### src/rtl/rns_pkg.sv
// rns_pkg: shared FSM states, moduli (2^N, 2^N-1, 2^N+1) and modular add/sub/fold helpers
// for the mixed-radix RNS-to-binary converter.
package rns_pkg;
  typedef enum logic [2:0] {IDLE, V2, V3, ACC, DONE} state_t;
  function automatic int m1_of(input int n);
    return 1 << n;
  endfunction
  function automatic int m2_of(input int n);
    return (1 << n) - 1;
  endfunction
  function automatic int m3_of(input int n);
    return (1 << n) + 1;
  endfunction
  localparam int N_DEF = 4;
  localparam int M1_DEF = m1_of(N_DEF);
  localparam int M2_DEF = m2_of(N_DEF);
  localparam int M3_DEF = m3_of(N_DEF);
  localparam int MOD_M_DEF = M1_DEF * M2_DEF * M3_DEF;
  function automatic int mod_add(input int a, input int b, input int m);
    int s;
    s = a + b;
    return (s >= m) ? s - m : s;
  endfunction
  function automatic int mod_sub(input int a, input int b, input int m);
    return (a >= b) ? a - b : a + m - b;
  endfunction
  // 2^n == -1 mod 2^n+1, so the high half folds back as a subtraction
  function automatic int fold_m3(input int y, input int n);
    return mod_sub(y & ((1 << n) - 1), y >> n, m3_of(n));
  endfunction
endpackage

### src/rtl/rns2bin_mrc_if.sv
// rns2bin_mrc_if: residue-in / binary-out handshake bundle for rns2bin_mrc.
interface rns2bin_mrc_if #(parameter int N = 4);
  logic           in_valid;
  logic           in_ready;
  logic [N-1:0]   r1;
  logic [N-1:0]   r2;
  logic [N:0]     r3;
  logic           out_valid;
  logic           out_ready;
  logic [3*N-1:0] x;
  logic           out_err;
  modport master (output in_valid, r1, r2, r3, out_ready,
                  input  in_ready, out_valid, x, out_err);
  modport slave  (input  in_valid, r1, r2, r3, out_ready,
                  output in_ready, out_valid, x, out_err);
endinterface

### src/rtl/rns_modsub.sv
// rns_modsub: (a - b) mod m with m selectable at run time between 2^N-1 and 2^N+1;
// both operands must already be reduced below the selected modulus.
module rns_modsub
  import rns_pkg::*;
#(
  parameter int N = 4
) (
  input  logic       i_m3,
  input  logic [N:0] i_a,
  input  logic [N:0] i_b,
  output logic [N:0] o_d
);
  logic [N+1:0] w_m;
  logic [N+1:0] w_diff;
  assign w_m    = i_m3 ? (N+2)'(m3_of(N)) : (N+2)'(m2_of(N));
  assign w_diff = {1'b0, i_a} - {1'b0, i_b};
  assign o_d    = w_diff[N+1] ? (N+1)'(w_diff + w_m) : w_diff[N:0];
endmodule

### src/rtl/rns2bin_mrc.sv
// rns2bin_mrc: RNS {2^N, 2^N-1, 2^N+1} to binary by multiplier-free mixed-radix conversion.
// Define SIGNED_OUT_EN to emit x as two's complement over the symmetric range of M.
module rns2bin_mrc
  import rns_pkg::*;
#(
  parameter int N = 4
) (
  input logic        clk,
  input logic        reset,
  rns2bin_mrc_if.slave bus
);
  localparam int W = 3 * N;
  state_t         r_state;
  state_t         w_next;
  logic [N-1:0]   r_v1;
  logic [N-1:0]   r_r2;
  logic [N:0]     r_r3;
  logic [N-1:0]   r_v2;
  logic [N:0]     r_v3;
  logic [W-1:0]   r_x;
  logic           r_err;
  logic           w_in_ready;
  logic           w_out_valid;
  logic           w_accept;
  logic           w_m3;
  logic [N-1:0]   w_r2c;
  logic [N-1:0]   w_v1c;
  logic [N:0]     w_a;
  logic [N:0]     w_b;
  logic [N:0]     w_d;
  logic [N:0]     w_v3;
  logic [2*N:0]   w_hi;
  logic [W-1:0]   w_xu;
  logic [W-1:0]   w_x;
  logic           w_err;
  always_comb begin
    w_next      = r_state;
    w_in_ready  = 1'b0;
    w_out_valid = 1'b0;
    unique case (r_state)
      IDLE: begin
        w_in_ready = 1'b1;
        w_next     = bus.in_valid ? V2 : IDLE;
      end
      V2:   w_next = V3;
      V3:   w_next = ACC;
      ACC:  w_next = DONE;
      DONE: begin
        w_out_valid = 1'b1;
        w_next      = bus.out_ready ? IDLE : DONE;
      end
      default: w_next = IDLE;
    endcase
  end
  assign w_accept = bus.in_valid && w_in_ready;
  // all-ones r2 is the redundant encoding of zero mod 2^N-1
  assign w_r2c = (r_r2 == {N{1'b1}}) ? {N{1'b0}} : r_r2;
  assign w_v1c = (r_v1 == {N{1'b1}}) ? {N{1'b0}} : r_v1;
  // one shared subtractor: r2-v1 mod m2 in V2, v1-(r3+v2) mod m3 in V3
  assign w_m3 = (r_state == V3);
  assign w_a  = w_m3 ? {1'b0, r_v1} : {1'b0, w_r2c};
  assign w_b  = w_m3 ? (N+1)'(mod_add(int'(r_r3), int'(r_v2), m3_of(N))) : {1'b0, w_v1c};
  rns_modsub #(.N(N)) u_modsub (
    .i_m3 (w_m3),
    .i_a  (w_a),
    .i_b  (w_b),
    .o_d  (w_d)
  );
  assign w_v3 = (N+1)'(fold_m3(int'(w_d) << (N - 1), N));
  // v2 + m2*v3 = v2 + (v3<<N) - v3, then X = v1 + (that << N)
  assign w_hi  = {r_v3, {N{1'b0}}} - (2*N+1)'(r_v3) + (2*N+1)'(r_v2);
  assign w_xu  = W'({w_hi, r_v1});
  assign w_err = r_r3 > (N+1)'(m1_of(N));
`ifdef SIGNED_OUT_EN
  localparam logic [W-1:0] MOD_M = W'(m1_of(N) * m2_of(N) * m3_of(N));
  assign w_x = (w_xu >= (MOD_M >> 1)) ? w_xu - MOD_M : w_xu;
`else
  assign w_x = w_xu;
`endif
  always_ff @(posedge clk or negedge reset) begin
    if (!reset) begin
      r_state <= IDLE;
      r_v1    <= '0;
      r_r2    <= '0;
      r_r3    <= '0;
      r_v2    <= '0;
      r_v3    <= '0;
      r_x     <= '0;
      r_err   <= 1'b0;
    end else begin
      r_state <= w_next;
      if (w_accept) begin
        r_v1 <= bus.r1;
        r_r2 <= bus.r2;
        r_r3 <= bus.r3;
      end
      if (r_state == V2) r_v2 <= N'(w_d);
      if (r_state == V3) r_v3 <= w_v3;
      if (r_state == ACC) begin
        r_err <= w_err;
        r_x   <= w_err ? '0 : w_x;
      end
    end
  end
  assign bus.in_ready  = w_in_ready;
  assign bus.out_valid = w_out_valid;
  assign bus.x         = r_x;
  assign bus.out_err   = r_err;
endmodule

### src/flat_wrapper.sv
// flat-port wrapper written by rule: the top's interface ports become plain ports
module rns2bin_mrc_flat import rns_pkg::*;
#(
  parameter int N = 4
)
  (clk, reset, bus_in_valid, bus_r1, bus_r2, bus_r3, bus_out_ready, bus_in_ready, bus_out_valid, bus_x, bus_out_err);
  rns2bin_mrc_if #(.N(N)) bus_i ();
  input logic clk;
  input logic reset;
  input wire logic [$bits(bus_i.in_valid)-1:0] bus_in_valid;
  input wire logic [$bits(bus_i.r1)-1:0] bus_r1;
  input wire logic [$bits(bus_i.r2)-1:0] bus_r2;
  input wire logic [$bits(bus_i.r3)-1:0] bus_r3;
  input wire logic [$bits(bus_i.out_ready)-1:0] bus_out_ready;
  output wire logic [$bits(bus_i.in_ready)-1:0] bus_in_ready;
  output wire logic [$bits(bus_i.out_valid)-1:0] bus_out_valid;
  output wire logic [$bits(bus_i.x)-1:0] bus_x;
  output wire logic [$bits(bus_i.out_err)-1:0] bus_out_err;
  assign bus_i.in_valid = bus_in_valid;
  assign bus_i.r1 = bus_r1;
  assign bus_i.r2 = bus_r2;
  assign bus_i.r3 = bus_r3;
  assign bus_i.out_ready = bus_out_ready;
  assign bus_in_ready = bus_i.in_ready;
  assign bus_out_valid = bus_i.out_valid;
  assign bus_x = bus_i.x;
  assign bus_out_err = bus_i.out_err;
  rns2bin_mrc #(.N(N)) u_core (.clk(clk), .reset(reset), .bus(bus_i));
endmodule
### config.mk
export PLATFORM = sky130hd
export DESIGN_NAME = rns2bin_mrc_flat
export DESIGN_NICKNAME = d
export VERILOG_FILES = /design/src/rtl/rns_pkg.sv /design/src/rtl/rns2bin_mrc_if.sv /design/src/rtl/rns_modsub.sv /design/src/rtl/rns2bin_mrc.sv /design/src/flat_wrapper.sv
export SDC_FILE = /design/constraint.sdc
export NUM_CORES = 1
export LEC_CHECK = 0
export CAP_MARGIN = 20
export CORE_AREA = 2 2 72 74
export DETAILED_ROUTE_END_ITERATION = 6
export DIE_AREA = 0 0 74 76
export PLACE_DENSITY_LB_ADDON = 0.05
export SYNTH_ARGS = -nofsm -noshare
export SYNTH_HDL_FRONTEND = slang
export SYNTH_HIERARCHICAL = 1
export SYNTH_SLANG_ARGS = --single-unit
### constraint.sdc
create_clock -name clk -period 11.6 [get_ports clk]
set_input_delay 1.74 -clock clk [delete_from_list [all_inputs] [get_ports clk]]
set_output_delay 1.74 -clock clk [all_outputs]
set_load 0.05 [all_outputs]
==> key figures, run 1 <==
Floorplanning
  • Die Y: approximately 76 um
  • Die width: 74 um
  • Core area: 0.00491 sq mm
  • FP Rows: 26
  • Initial Utilization: 0.533
  • I/O Pins: 32
  • Die area: 0.00562 sq mm

Yosys
  • Yosys reg bits: 38
  • Synth Cell Area: 0.00262 sq mm
  • Top FF cell, synth: dfrtp_1
  • Yosys cell types: 45
  • Syn_nets: 322
  • Post-synth EDFFs: 0
  • Mean Syn Cell Area: 9.38 sq um
  • Synth Instances: 279
  • Ys Warns: 6
  • Post-synthesis sequential area ratio: 0.363
  • FFs w/ async S/R, synth: 1.00

Setup path
  • Critical path fanouts, max: 4
  • Worst EP required: 11,800 ps
  • Reg2reg path depth: 26
  • End of the critical path: u_core/r_v3[3]
  • RR Startpoint: u_core/r_r3[0]
  • Crit. Startpoint: u_core/r_r3[0]
  • CP Class: register to register
  • Crit path arrival time: 6010 ps
  • Worst r2r dst: u_core/r_v3[3]
  • Worst path slowest cell: fa_1
  • Critical path endpoint category: register
  • Crit-path most repeated cell: ha_1
  • Crit path launch type: register
  • CP max stage delay: 470 ps
  • Flop-to-flop setup slack: 5790 ps

STA
  • Fin crit share: 0.501
  • Tmin final: about 5800 ps
  • Final TNS setup: 0 ps
  • Clock skew after layout: around 16 ps
  • Endpoints failing hold: 0
  • Max Clock Freq: 172 MHz
  • RSZ-0062 raised after global routing: false
  • Worst-Margin Slew: roughly 850 ps
  • Count of pins over their slew limit: 0
  • Slew headroom: 0.434
  • Setup-failing EPs final: 0
  • Setup WS post-layout: about 5800 ps

Clock tree
  • CTS tree: yes
  • Clock transition at the registers of the reported paths: 90 ps
  • CTS resizes: 0
  • Later-pin clock latency in the skew report: 300 ps
  • H-tree levels: 2
  • Root buf cell: clkbuf_8
  • Max clock buf depth: 2
  • Cts bufs inserted: 5
  • Post-CTS Hold Fix Bufs: 0
  • CTS sink cnt: 38
  • Post CTS Setup Buffer Count: 0

Routing
  • First drt pass iteration count: 4
  • Remaining DRCs: 0
  • Iteration-0 DRC Markers: 99
  • Vias: slightly above 2,000
  • Antenna violation net count after detailed routing: 0
  • Via density: about 5.4
  • DRT Wirelength: 5.11 mm
  • Average wire per standard cell: 13.4 um

Place
  • RePlAce Congestion: approximately 0.82
  • Hpwl dp: slightly below 4 mm
  • Port Buffers: 31
  • Dpl ws: a little under 6000 ps

Finish
  • Layout cells sized above 1: 0.0737
  • Final Net Count: between 300 and 400
  • # diodes: 0
  • Layout Area Growth over Synthesis: 19.4%
  • Fillers: approximately 430

Worst hold path
  • HP Class: register to register
  • WHS Path Cells: 2

GRT
  • Pin count of the biggest net entering global routing: 39
  • Total GRT Usage: 0.205
  • Total gr overflow: 0
  • Vias in the first global route: about 2,000
  • Global-route wire length before repair: between 9 and 10 mm
  • Antenna violations before repair: 0

Run
  • Max_cap viols: 0

Status
  • Status: complete, no violations
==> area by class of cell <==
class / count / area, sq um / area share
clock buffers: 5 / 68.8 / 0.0220
clock inverters: 3 / 68.8 / 0.0220
inverters: 25 / 93.8 / 0.0300
multi-input cells: 210 / 1550 / 0.496
flip-flops and latches: 38 / 951 / 0.304
well taps: 70 / 87.6 / 0.0280
repair buffers: 31 / 305 / 0.0978
==> through the flow <==
stage / hold WS (ps) / util / cell area, sq um / cells
2_1_floorplan: 475 / - / 2620 / 279
3_3_place_gp: 461 / 0.608 / 2990 / 374
3_5_place_dp: 470 / 0.608 / 2990 / 374
4_1_cts: 488 / 0.636 / 3120 / 382
5_1_grt: 519 / 0.636 / 3120 / 382
6_report: 481 / 0.636 / 3120 / 382
==> logic make-up after synthesis <==
logic type,Yosys count,share of synthesized area
multiplexers,18,0.0760
other,1,0.00143
AO/OA/AOI/OAI,69,0.173
buffers and inverters,31,0.0450
flip-flops,38,0.363
AND/OR/NAND/NOR,77,0.142
adder cells (fa/ha/maj),26,0.136
XOR/XNOR,19,0.0636
==> worst max-delay path: cells and delay by family (launching register included) <==
kind                       cells  cell delay (ps)
AOI/OAI and AO/OA              8             1720
xor gates and xnor gates       2              310
adders and majority gates      6             1860
buffers and inverters          3              220
DFF                            1              400
muxes                          1              210
and+or+nand+nor                6             1000
==> cell usage in the layout, fill, tap and decap left out, drive strengths merged, types with 2 or more instances in the layout <==
master and instances:
a211oi 2, a21o 5, a21oi 10, a22o 4, a31oi 3, bufinv 2
clkbuf 5, clkdlybuf4s50 30, dfrtp 38, fa 4, ha 22, inv 25
mux2 15, mux2i 3, nand2 30, nand2b 5, nand3 12, nand3b 3
nor2 10, nor2b 5, nor3 3, nor3b 2, nor4 2, o2111ai 2
o21a 5, o21ai 29, o31ai 3, xnor2 12, xor2 7
==> synth_stat cells (3+ instances only) <==
cell      instances  area share
ha_1             22        0.11
mux2i_1           3       0.011
a22o_1            4       0.013
nor3_1            3      0.0057
mux2_2            9       0.039
dfrtp_1          38        0.36
fa_1              4       0.031
a31oi_1           3      0.0072
nand2_1          30       0.043
xnor2_1          12       0.040
nor2_1           10       0.014
nor2b_1           5       0.012
o31ai_1           3      0.0086
o21ai_1           6       0.011
inv_1            25       0.036
xor2_1            7       0.023
a21oi_1           8       0.015
nand2b_1          5       0.012
mux2_1            6       0.026
o21ai_0          23       0.044
nand3b_1          3      0.0086
nand3_1          12       0.023
a21o_1            4       0.011
clkbuf_1          5      0.0072
o21a_1            5       0.014
==> worst min-delay path by stage <==
stage,start,end,slack (ps)
floorplan,u_core/r_state[2],u_core/r_state[1],470
CTS,u_core/bus.x[8],u_core/bus.x[8],490
global placement,u_core/bus.x[7],u_core/bus.x[7],460
detailed placement,u_core/bus.x[8],u_core/bus.x[8],470
global route,u_core/bus.x[10],u_core/bus.x[10],520
finish,u_core/bus.x[7],u_core/bus.x[7],480
==> registers in the layout (all words and copies together), names as in the netlist <==
name / cells
u_core/r_v1: 4
u_core/r_r2: 4
u_core/r_r3: 5
u_core/r_v3: 5
u_core/r_state: 3
u_core/bus.x: 12
u_core/r_v2: 4
u_core/bus.out_err: 1
==> metal layers <==
| layer | wire [um] | track usage |
|---|---|---|
| met1 | 2470 | 0.276 |
| met2 | 2420 | 0.329 |
| met3 | 128 | 0.0357 |
| met4 | 93 | 0.0673 |
| met5 | 0 | 0 |
Power of run 1 is left out: the tool's default activity adds up to more than one toggle a clock period on the data nets, which glitch-free logic cannot reach.
==> run 2: changes to the inputs <==
Clock period 11.6 ns to 5.65 ns, I/O delays scaled along.
==> key figures, run 2 (synthesized netlist as in run 1, its figures left out) <==
Status
  • Status: complete, no violations

Worst hold path
  • HP Class: register to register

Routing
  • DRT Wirelength: 5.25 mm
  • Average wire per standard cell: between 10 and 15 um
  • Remaining DRCs: 0
  • Iteration-0 DRC Markers: 76
  • Antenna violation net count after detailed routing: 0
  • Vias: 2,048
  • Via density: 5.29
  • First drt pass iteration count: 4

Finish
  • Commonest non-fill, non-tap cell in the layout: dfrtp_1
  • Final Net Count: 359
  • Most frequent cells in the layout: 38 x dfrtp_1, 30 x clkdlybuf4s50_1, 30 x nand2_1, 24 x inv_1, 21 x o21ai_0
  • Fillers: 418
  • Storage element area: approximately 950 sq um
  • # diodes: 0
  • Max FFs per register: 12
  • Layout Area Growth over Synthesis: 24.8%
  • Multi-input logic area: 0.00167 sq mm
  • Design area: 0.00326 sq mm
  • Layout cells sized above 1: 0.139

Place
  • Placed cell area: 0.00300 sq mm
  • RePlAce Congestion: 0.847
  • Hpwl dp: 3.88 mm
  • Port Buffers: 31

Floorplanning
  • Die width: 74 um
  • Die Y: about 76 um
  • FP Rows: 26
  • Initial Utilization: 0.533
  • Core area: between 0.004 and 0.005 sq mm
  • Die area: between 0.005 and 0.006 sq mm
  • I/O Pins: 32

Clock tree
  • Cts bufs inserted: 5
  • CTS sink cnt: 38
  • CTS tree: yes
  • Root buf cell: clkbuf_8
  • Clock transition at the registers of the reported paths: 80 ps
  • H-tree levels: 2
  • Later-pin clock latency in the skew report: 290 ps
  • Max clock buf depth: 2
  • Post-CTS Hold Fix Bufs: 0

Setup path
  • Critical path endpoint category: register
  • Worst path slowest cell: fa_2
  • CP max stage delay: 640 ps
  • CP top delay family: adder cells
  • Crit path arrival time: 5560 ps
  • Crit-path most repeated cell: ha_4
  • CP bufs+invs: 4
  • Critical path fanouts, max: 4
  • Worst EP required: approximately 5800 ps
  • CP Class: register to register
  • Crit path launch type: register

STA
  • Worst-Margin Slew: a little over 800 ps
  • Tmin final: 5380 ps
  • Max Clock Freq: 186 MHz
  • Final hold slack: ~480 ps
  • Count of pins over their slew limit: 0
  • Final TNS setup: 0 ps
  • Setup-failing EPs final: 0
  • Slew headroom: 0.451
  • Fin crit share: 0.953
  • Clock skew after layout: 9.01 ps
  • Endpoints failing hold: 0

GRT
  • Total gr overflow: 0
  • Pin count of the biggest net entering global routing: 39
  • Vias in the first global route: 2,039
  • Antenna violations before repair: 0
  • Total GRT Usage: 0.198
  • Global-route wire length before repair: slightly below 9 mm

Run
  • Max_cap viols: 0
[run 2: path summary, 6_finish.rpt]
kind / slack, ps / depth (start not counted) / startpoint / end
worst max-delay path: 270 / 26 / u_core/r_r3[0] / u_core/r_v3[1]
worst min-delay path: 480 / 2 / u_core/bus.x[4] / u_core/bus.x[4]
worst max register to register: 270 / 26 / u_core/r_r3[0] / u_core/r_v3[1]
worst min register to register: 480 / 2 / u_core/bus.x[4] / u_core/bus.x[4]
max in group asynchronous: 4480 / 1 / reset / u_core/bus.x[11]
min in group asynchronous: 640 / 1 / reset / u_core/r_state[1]
[run 2: metrics by stage]
stage           util  setup WS (ps)  cells
2_1_floorplan      -            273    279
3_3_place_gp   0.611            214    376
3_5_place_dp   0.611           19.9    376
4_1_cts        0.635           8.13    384
5_1_grt        0.665          -14.4    387
6_report       0.665            266    387
[run 2: cell type report]
class / instances / area share
multi-input combinational: 210 / 0.512
sequential: 38 / 0.291
timing repair buffer: 36 / 0.106
inverter: 25 / 0.0287
tap: 70 / 0.0268
clock buffer: 5 / 0.0211
clock inverter: 3 / 0.0138
[run 2: per-layer routing]
| metal | GRT usage | up-vias | share of wire |
|---|---|---|---|
| li1 | - | 1053 | - |
| met1 | 0.267 | 965 | 0.48 |
| met2 | 0.321 | 21 | 0.49 |
| met3 | 0.0331 | 9 | 0.019 |
| met4 | 0.0600 | 0 | 0.014 |
| met5 | 0 | - | 0 |
[run 2: what timing repair did]
action | in CTS | in global routing
buffers inserted | 0 | 3
pin swaps | 0 | 14
endpoints found under the setup margin | 1 | 5
hold endpoints to repair | 0 | 0
gates resized for setup | 1 | 24
[run 2: tightest hold or removal path: cells and delay by family, from the launching register on]
family / cells / cell delay (ps)
AOI/OAI and AO/OA: 1 / 60
DFF: 1 / 350
and+or+nand+nor: 1 / 40
Power of run 2 is left out for the same reason.
